$ cat src/rtl/button_conditioner.sv
// rtl/button_conditioner.sv - sync, debounce, auto-repeat and arbitrate three push buttons
// into mutually exclusive one-cycle add/delete/load commands.

module button_conditioner_channel #(
    parameter int CNT_W           = 20,
    parameter int DEBOUNCE_CYCLES = 50000,
    parameter bit CAN_REPEAT      = 1'b1,
    parameter int REPEAT_DELAY    = 500000,
    parameter int REPEAT_PERIOD   = 100000
) (
    input  logic clk,
    input  logic reset,
    input  logic raw,
    input  logic ack,
    output logic pending,
    output logic level
);
    typedef enum logic [1:0] {
        IDLE         = 2'd0,
        PRESS_WAIT   = 2'd1,
        HELD         = 2'd2,
        RELEASE_WAIT = 2'd3
    } state_t;

    localparam logic [CNT_W-1:0] DEB_LAST = CNT_W'(DEBOUNCE_CYCLES - 1);
    localparam logic [CNT_W-1:0] DLY_LAST = CNT_W'(REPEAT_DELAY - 1);
    localparam logic [CNT_W-1:0] PER_LAST = CNT_W'(REPEAT_PERIOD - 1);
    localparam logic [CNT_W-1:0] CNT_MAX  = '1;

    logic             sync1;
    logic             s;
    state_t           state;
    logic [CNT_W-1:0] timer;
    logic [CNT_W-1:0] timer_inc;
    logic             repeating;

    always_ff @(posedge clk or posedge reset) begin
        if (reset) begin
            sync1 <= 1'b0;
            s     <= 1'b0;
        end else begin
            sync1 <= raw;
            s     <= sync1;
        end
    end

    assign timer_inc = (timer == CNT_MAX) ? timer : timer + 1'b1;

    // A new event set in the same cycle as an ack wins, so it is never lost.
    always_ff @(posedge clk or posedge reset) begin
        if (reset) begin
            state     <= IDLE;
            timer     <= '0;
            repeating <= 1'b0;
            pending   <= 1'b0;
        end else begin
            if (ack) begin
                pending <= 1'b0;
            end
            case (state)
                IDLE: begin
                    if (s) begin
                        state <= PRESS_WAIT;
                        timer <= '0;
                    end
                end
                PRESS_WAIT: begin
                    if (!s) begin
                        state <= IDLE;
                        timer <= '0;
                    end else if (timer == DEB_LAST) begin
                        state     <= HELD;
                        timer     <= '0;
                        repeating <= 1'b0;
                        pending   <= 1'b1;
                    end else begin
                        timer <= timer_inc;
                    end
                end
                HELD: begin
                    if (!s) begin
                        state <= RELEASE_WAIT;
                        timer <= '0;
                    end else if (CAN_REPEAT) begin
                        // First repeat waits the long delay, later ones the short period.
                        if ((!repeating && timer == DLY_LAST) ||
                            (repeating && timer == PER_LAST)) begin
                            pending   <= 1'b1;
                            repeating <= 1'b1;
                            timer     <= '0;
                        end else begin
                            timer <= timer_inc;
                        end
                    end
                end
                RELEASE_WAIT: begin
                    if (s) begin
                        state     <= HELD;
                        timer     <= '0;
                        repeating <= 1'b0;
                    end else if (timer == DEB_LAST) begin
                        state <= IDLE;
                        timer <= '0;
                    end else begin
                        timer <= timer_inc;
                    end
                end
                default: begin
                    state <= IDLE;
                    timer <= '0;
                end
            endcase
        end
    end

    assign level = (state == HELD) || (state == RELEASE_WAIT);

endmodule

module button_conditioner #(
    parameter int CNT_W           = 20,
    parameter int DEBOUNCE_CYCLES = 50000,
    parameter int REPEAT_EN       = 1,
    parameter int REPEAT_DELAY    = 500000,
    parameter int REPEAT_PERIOD   = 100000
) (
    input  logic       clk,
    input  logic       reset,
    input  logic       btn_add_raw,
    input  logic       btn_delete_raw,
    input  logic       btn_load_raw,
    output logic       add,
    output logic       delete,
    output logic       load,
    output logic [2:0] btn_level
);
    localparam bit REP = (REPEAT_EN != 0);

    logic [2:0] pend;
    logic [2:0] grant;

    button_conditioner_channel #(
        .CNT_W(CNT_W), .DEBOUNCE_CYCLES(DEBOUNCE_CYCLES), .CAN_REPEAT(REP),
        .REPEAT_DELAY(REPEAT_DELAY), .REPEAT_PERIOD(REPEAT_PERIOD)
    ) u_add (
        .clk(clk), .reset(reset), .raw(btn_add_raw), .ack(grant[0]),
        .pending(pend[0]), .level(btn_level[0])
    );

    button_conditioner_channel #(
        .CNT_W(CNT_W), .DEBOUNCE_CYCLES(DEBOUNCE_CYCLES), .CAN_REPEAT(REP),
        .REPEAT_DELAY(REPEAT_DELAY), .REPEAT_PERIOD(REPEAT_PERIOD)
    ) u_delete (
        .clk(clk), .reset(reset), .raw(btn_delete_raw), .ack(grant[1]),
        .pending(pend[1]), .level(btn_level[1])
    );

    // Load clears the counter, so holding it must never re-issue the command.
    button_conditioner_channel #(
        .CNT_W(CNT_W), .DEBOUNCE_CYCLES(DEBOUNCE_CYCLES), .CAN_REPEAT(1'b0),
        .REPEAT_DELAY(REPEAT_DELAY), .REPEAT_PERIOD(REPEAT_PERIOD)
    ) u_load (
        .clk(clk), .reset(reset), .raw(btn_load_raw), .ack(grant[2]),
        .pending(pend[2]), .level(btn_level[2])
    );

    always_comb begin
        grant = 3'b000;
        if (pend[2]) begin
            grant = 3'b100;
        end else if (pend[1]) begin
            grant = 3'b010;
        end else if (pend[0]) begin
            grant = 3'b001;
        end
    end

    always_ff @(posedge clk or posedge reset) begin
        if (reset) begin
            add    <= 1'b0;
            delete <= 1'b0;
            load   <= 1'b0;
        end else begin
            add    <= grant[0];
            delete <= grant[1];
            load   <= grant[2];
        end
    end

endmodule

$ cat config.mk
export PLATFORM = sky130hd
export DESIGN_NAME = button_conditioner
export DESIGN_NICKNAME = d
export VERILOG_FILES = /design/src/rtl/button_conditioner.sv
export SDC_FILE = /design/constraint.sdc
export NUM_CORES = 1
export LEC_CHECK = 0
export ABC_AREA = 0
export BUFFER_PORTS_ARGS = -buffer_cell sky130_fd_sc_hd__clkbuf_2
export CORE_ASPECT_RATIO = 0.7
export CORE_MARGIN = 2
export CORE_UTILIZATION = 55
export CTS_BUF_LIST = sky130_fd_sc_hd__clkbuf_4 sky130_fd_sc_hd__clkbuf_8
export CTS_CLUSTER_SIZE = 30
export DETAILED_ROUTE_END_ITERATION = 12
export MAX_ROUTING_LAYER = met4
export PLACE_DENSITY = 0.71
export SLEW_MARGIN = 15
export SYNTH_ARGS = -nofsm -noshare
export SYNTH_HDL_FRONTEND = slang
export SYNTH_SLANG_ARGS = --single-unit
$ cat constraint.sdc
create_clock -name clk -period 6.7 [get_ports clk]
set_clock_uncertainty 0.1 [all_clocks]
set_input_delay 0.67 -clock clk [delete_from_list [all_inputs] [get_ports clk]]
set_output_delay 0.67 -clock clk [all_outputs]
set_load 0.05 [all_outputs]
* Yosys cells after proc, flatten, opt, wreduce, memory -nomap -nowiden *
Index checks and enable logic that the tools add are counted.

word-level totals
  flip-flop bits (word level) = 80
  output and inout port bits = 6
  logic and storage cells = 161

operators by class
  add/subtract/negate cells = 3
  eq/ne operators = 41
  mux-type cells = 75
  reductions and logical operators = 22

operator list
  operator                                               number
  two-way mux 20 bit                                     20
  case mux 20 bit (4 select lines)                       3
  adder 20 x 1 -> 20 bit, second input constant          3
  equality test 20 x 16 -> 1 bit, second input constant  3
  equality test 20 bit, second input constant            3
  equality test 20 x 17 -> 1 bit, second input constant  2
  equality test 20 x 19 -> 1 bit, second input constant  2
  two-way mux 2 bit                                      19
  != test 2 x 1 -> 1 bit, second input constant          13
  two-way mux 1 bit                                      25
  case mux 2 bit (4 select lines)                        3
  equality test 2 bit, second input constant             6
  AND reduction 4 bit                                    3
  AND reduction 6 bit                                    2
  != test 3 x 1 -> 1 bit, second input constant          3
  != test 3 bit, second input constant                   3
  equality test 2 x 1 -> 1 bit, second input constant    3
  zero test 2 bit                                        3
  != test 2 bit, second input constant                   3
  case mux 1 bit (3 select lines)                        2
  nonzero test 3 bit                                     2
  logical OR 1 bit                                       5
  logical AND 1 bit                                      4
  case mux 1 bit (2 select lines)                        2
  3 further kinds                                        4

* Longest topological paths before layout *
  depth in word-level cells = 7
  mapped depth = 9

* Modules after synthesis *
A second synthesis with hierarchy kept.

unflattened totals
  cell total of the unflattened synthesis = 576
  area total of the unflattened synthesis = 5,208.7 um^2

modules (own cells, without submodules)
  module                                  instances  cells each  area each (um^2)
  button_conditioner_channel at u_add     1          198         1,776.7
  button_conditioner_channel at u_delete  1          203         1,774.2
  button_conditioner_channel at u_load    1          169         1,560.2
  button_conditioner                      1          6           97.6

* Worst setup path before layout *
OpenSTA, ideal clock, no wires.

  kind = register to register
  from = reg u_delete.state[0]
  to = reg u_delete.timer[17]
  setup time = 126 ps
  arrival time = 1,953 ps
  required time = 6,474 ps
  slack = 4,521 ps
  stages on the path, launching flop included = 9
  buffers on the path = 0
  cell sequence = dfrtp_1 -> inv_1 -> ha_1 -> inv_1 -> nor2_1 -> or3_1 -> o32ai_4 -> and3_1 -> a221o_1

on the way
  word-level cells in the longest chain between the ends = 2
  elaborated cells on any way between the ends = 6
  those cells by class = 4 x eq/ne; 1 x mux; 1 x reduce/logical

ends and longest elaborated chain
  what                                                                               RTL line  text
  from (decl)                                                                        32        state_t state;
  from (signal assigned)                                                             52        state <= IDLE;
  from (signal assigned)                                                             63        state <= PRESS_WAIT;
  from (signal assigned)                                                             69        state <= IDLE;
  equality test 2 bit, or another cell as far along                                  60        case (state)
  case mux 20 bit (4 select lines) / != test 2 x 1 -> 1 bit (equally long branches)  -
  to (signal assigned)                                                               77        timer <= timer_inc;
  to (signal assigned)                                                               92        timer <= timer_inc;
  to (signal assigned)                                                               105       timer <= timer_inc;
  to (decl)                                                                          33        logic [CNT_W-1:0] timer;

Several ways; a longest one is shown, not always the timed one.
A chain may end at the register's enable or synchronous reset.

* Worst setup path after layout *
Ends and elaborated chain as after synthesis.

==> reports/qor.txt <==
======================================================================================
Post-place instance area                                                      4820 µm²
Overall die width                                                               115 µm
Endpoint type of the worst setup path                                         register
Total standard cell area after synthesis                                      4760 µm²
Data required time of the worst path                                           6.85 ns
Startpoint kind of the worst setup timing path                                register
Later-pin clock latency in the skew report                                     0.37 ns
Count of unresolved DRC violations after routing                                     0
Standard cell with the maximum stage delay on the critical path                 nor2_1
Average wire per standard cell                                                 15.9 µm
Total of warnings raised by yosys                                                    0
Post-synthesis cell type with the largest combined area                        dfrtp_1
Number of buffers between clock root and the deepest sink                            2
Vert. Die Dim                                                                  81.8 µm
Post-Synthesis Mean Instance Area                                             8.81 µm²
Core Area                                                                     8410 µm²
Run status                                                                finished, final reports clean
Total negative slack                                                              0 ns
Post-synth EDFFs                                                                     0
Clock slew at the register clock pins of the worst setup and hold paths        0.08 ns
Type of the worst setup path                                              register to register
Lkg Pwr                                                                        2.00 nW
Mapped Cells                                                                       540
Violation count after the first detailed-route iteration                           283
Post-CTS Hold Buffers                                                                0
Mapped Nets                                                                        558
Final setup vio count                                                                0
Setup WS pre-CTS                                                               3.84 ns
Clk root buf                                                                  clkbuf_8
Largest net degree at the start of global routing                                   56
Final cell count without fillers                                                   649
Layout-stage area growth over the synthesis result                               6.37%
Minimum setup slack in the final design                                        3.83 ns
Die area                                                                      9420 µm²
Max IR drop VDD                                                               0.219 mV
Internal reg-to-reg setup slack                                                3.83 ns
Final antenna-violating net count                                                    0
Post-route design area                                                        5060 µm²
Total count of max-transition violations in the final report                         0
Final hold violation count                                                           0
First-pass GRT wire length                                                     17.5 mm
Final layout net count                                                             558
Overall global routing resource usage                                            24.2%
Initial cell density of the core                                                 56.6%
Sinks on the clock net                                                              80
Async SR Flop Fraction                                                            100%
Post-CTS setup buffers                                                               0
IO Pins                                                                             11
Max-slew headroom at the worst pin                                               37.2%
Via count of the first global-routing pass                                        3637
Cell repeated most along the worst path                                          inv_1
Detailed-route via count                                                          4030
Detailed-route vias per instance                                                  6.21
Routed wire length                                                             10.3 mm
Pre-antenna DRT Iters                                                                5
Critical Path, Cell by Cell                                               inv_1 > ha_1 > inv_1 > nor2_1 > or3_1 > o32ai_4 > buf_4 > and3_1 > a221o_1
Rows                                                                                28
Synth top area cells                                                      dfrtp_1 (42%), nand2_1 (5.4%), a21oi_1 (4.2%), a31oi_1 (3.8%), nor2_1 (3.6%)
Min cycle time layout                                                          2.87 ns
Worst hold path class                                                     input pin to asynchronous set/reset pin
Remaining Overflow, GRT                                                              0
Peak fanout along the critical path                                                 36
Fraction of post-synthesis cell area in the top cell type by area                42.1%
IO Port Bufs                                                                        10
Number of different library cells in the post-synthesis netlist                     63
CTS tree                                                                         built
Cell with the most instances after synthesis                                   dfrtp_1
Measured slew at the worst slew-check pin                                     0.938 ns
H-tree levels                                                                        3
Antenna violations before repair                                                     0
Sequential-to-total area share from yosys stat                                   42.1%
Slowest Stage Delay on Critical Path                                           0.70 ns
Detailed placement HPWL                                                        7.27 mm
Antenna fix cells                                                                    0
Largest registers                                                         u_add.timer: 20 flops, u_delete.timer: 20 flops, u_load.timer: 20 flops
Top FF cell, synth                                                             dfrtp_1
Layout cell share with drive strength beyond 1                                   8.64%
CP Data Arrival Time                                                           3.02 ns
Top post-synthesis cells by count                                         dfrtp_1 (80), nand2_1 (69), nor2_1 (45)
Unrepaired setup endpoints after global routing                                  false
Worst slack on hold paths                                                     0.172 ns
Number of max-capacitance violations reported                                        0
Fmax                                                                         0.348 GHz
Clock buffer count from CTS                                                          9
Number of gates given a new drive strength after cts                                 0
Placed Cells                                                                       633
Number of synthesized register bits                                                 80
Routability Congestion                                                           0.921
Tcrit/Tclk final                                                                 42.8%
Areal power density over the cells                                          303 nW/µm²
======================================================================================
==> layout by cell type (no fill, tap or decap), types with 5 or more instances in the layout <==
cell type,n
nand4_1,20
nand3_1,28
xor2_1,6
dfrtp_1,80
inv_1,23
o21ai_0,18
nand2_1,69
nor3_1,15
o22ai_1,6
ha_1,13
o21ai_1,6
o31ai_1,7
and2_1,10
mux2i_1,5
and3_1,13
a31oi_1,29
xnor2_1,10
clkbuf_8,11
clkbuf_2,10
nor2_1,45
a41oi_1,5
a21oi_1,40
==> per-stage QoR <==
stage,total power [mW],util [%]
final,1.53,60.2
after global routing,1.64,60.2
after CTS,1.53,60.0
after detailed placement,1.13,57.3
after global placement,1.11,57.3
after floorplan,1.06,-
==> critical path: cells and delay by family (launching register included) <==
| family | cells | cell delay (ns) |
|---|---|---|
| AOI/OAI and AO/OA | 2 | 0.33 |
| adders and majority gates | 1 | 0.22 |
| buffers and inverters | 3 | 0.51 |
| DFF | 1 | 0.43 |
| and+or+nand+nor | 3 | 1.16 |
==> power by group <==
group          internal, mW  total (mW)  switching, mW  leakage [nW]
logic                 0.184       0.559          0.375         0.794
clock network         0.232       0.404          0.172         0.116
registers             0.524       0.571         0.0476          1.09
total                 0.940        1.53          0.595          2.00
==> area by class of cell <==
type,instances,area [µm²]
Tap cell,105,131
Inverter,24,91.3
Clock buffer,12,159
Fill cell,748,3350
Clock inverter,3,65.1
Multi-Input combinational cell,412,2530
Sequential cell,80,2000
Timing Repair Buffer,13,80.1
==> per-layer routing <==
metal	vias up	track usage [%]	part of all wire, %
met3	15	4.87	4.6
met1	1944	35.7	52
met5	-	-	0
li1	1974	-	-
met4	0	6.51	1.3
met2	97	33.8	42
==> path summary, 6_finish.rpt <==
kind                       cells after the start                 end              start
max                                            9  u_delete.timer[17]  u_delete.state[0]
min                                            2   u_delete.timer[9]              reset
max reg2reg                                    9  u_delete.timer[17]  u_delete.state[0]
min reg2reg                                    0          u_delete.s     u_delete.sync1
max in group asynchronous                      3     u_add.timer[19]              reset
min in group clk                               0          u_delete.s     u_delete.sync1
==> cells by family (layout without fill, tap and decap cells) <==
group / Yosys count / in the layout / share of synthesized area [%]
AO/OA/AOI/OAI: 138 / 138 / 19.1
XOR/XNOR: 16 / 16 / 2.95
adder cells (fa/ha/maj): 13 / 13 / 3.42
buffers and inverters: 48 / 52 / 4.94
flip-flops: 80 / 80 / 42.1
multiplexers: 7 / 7 / 1.53
AND/OR/NAND/NOR: 238 / 238 / 26.0
Note: power is estimated with default switching activity, not from simulation.
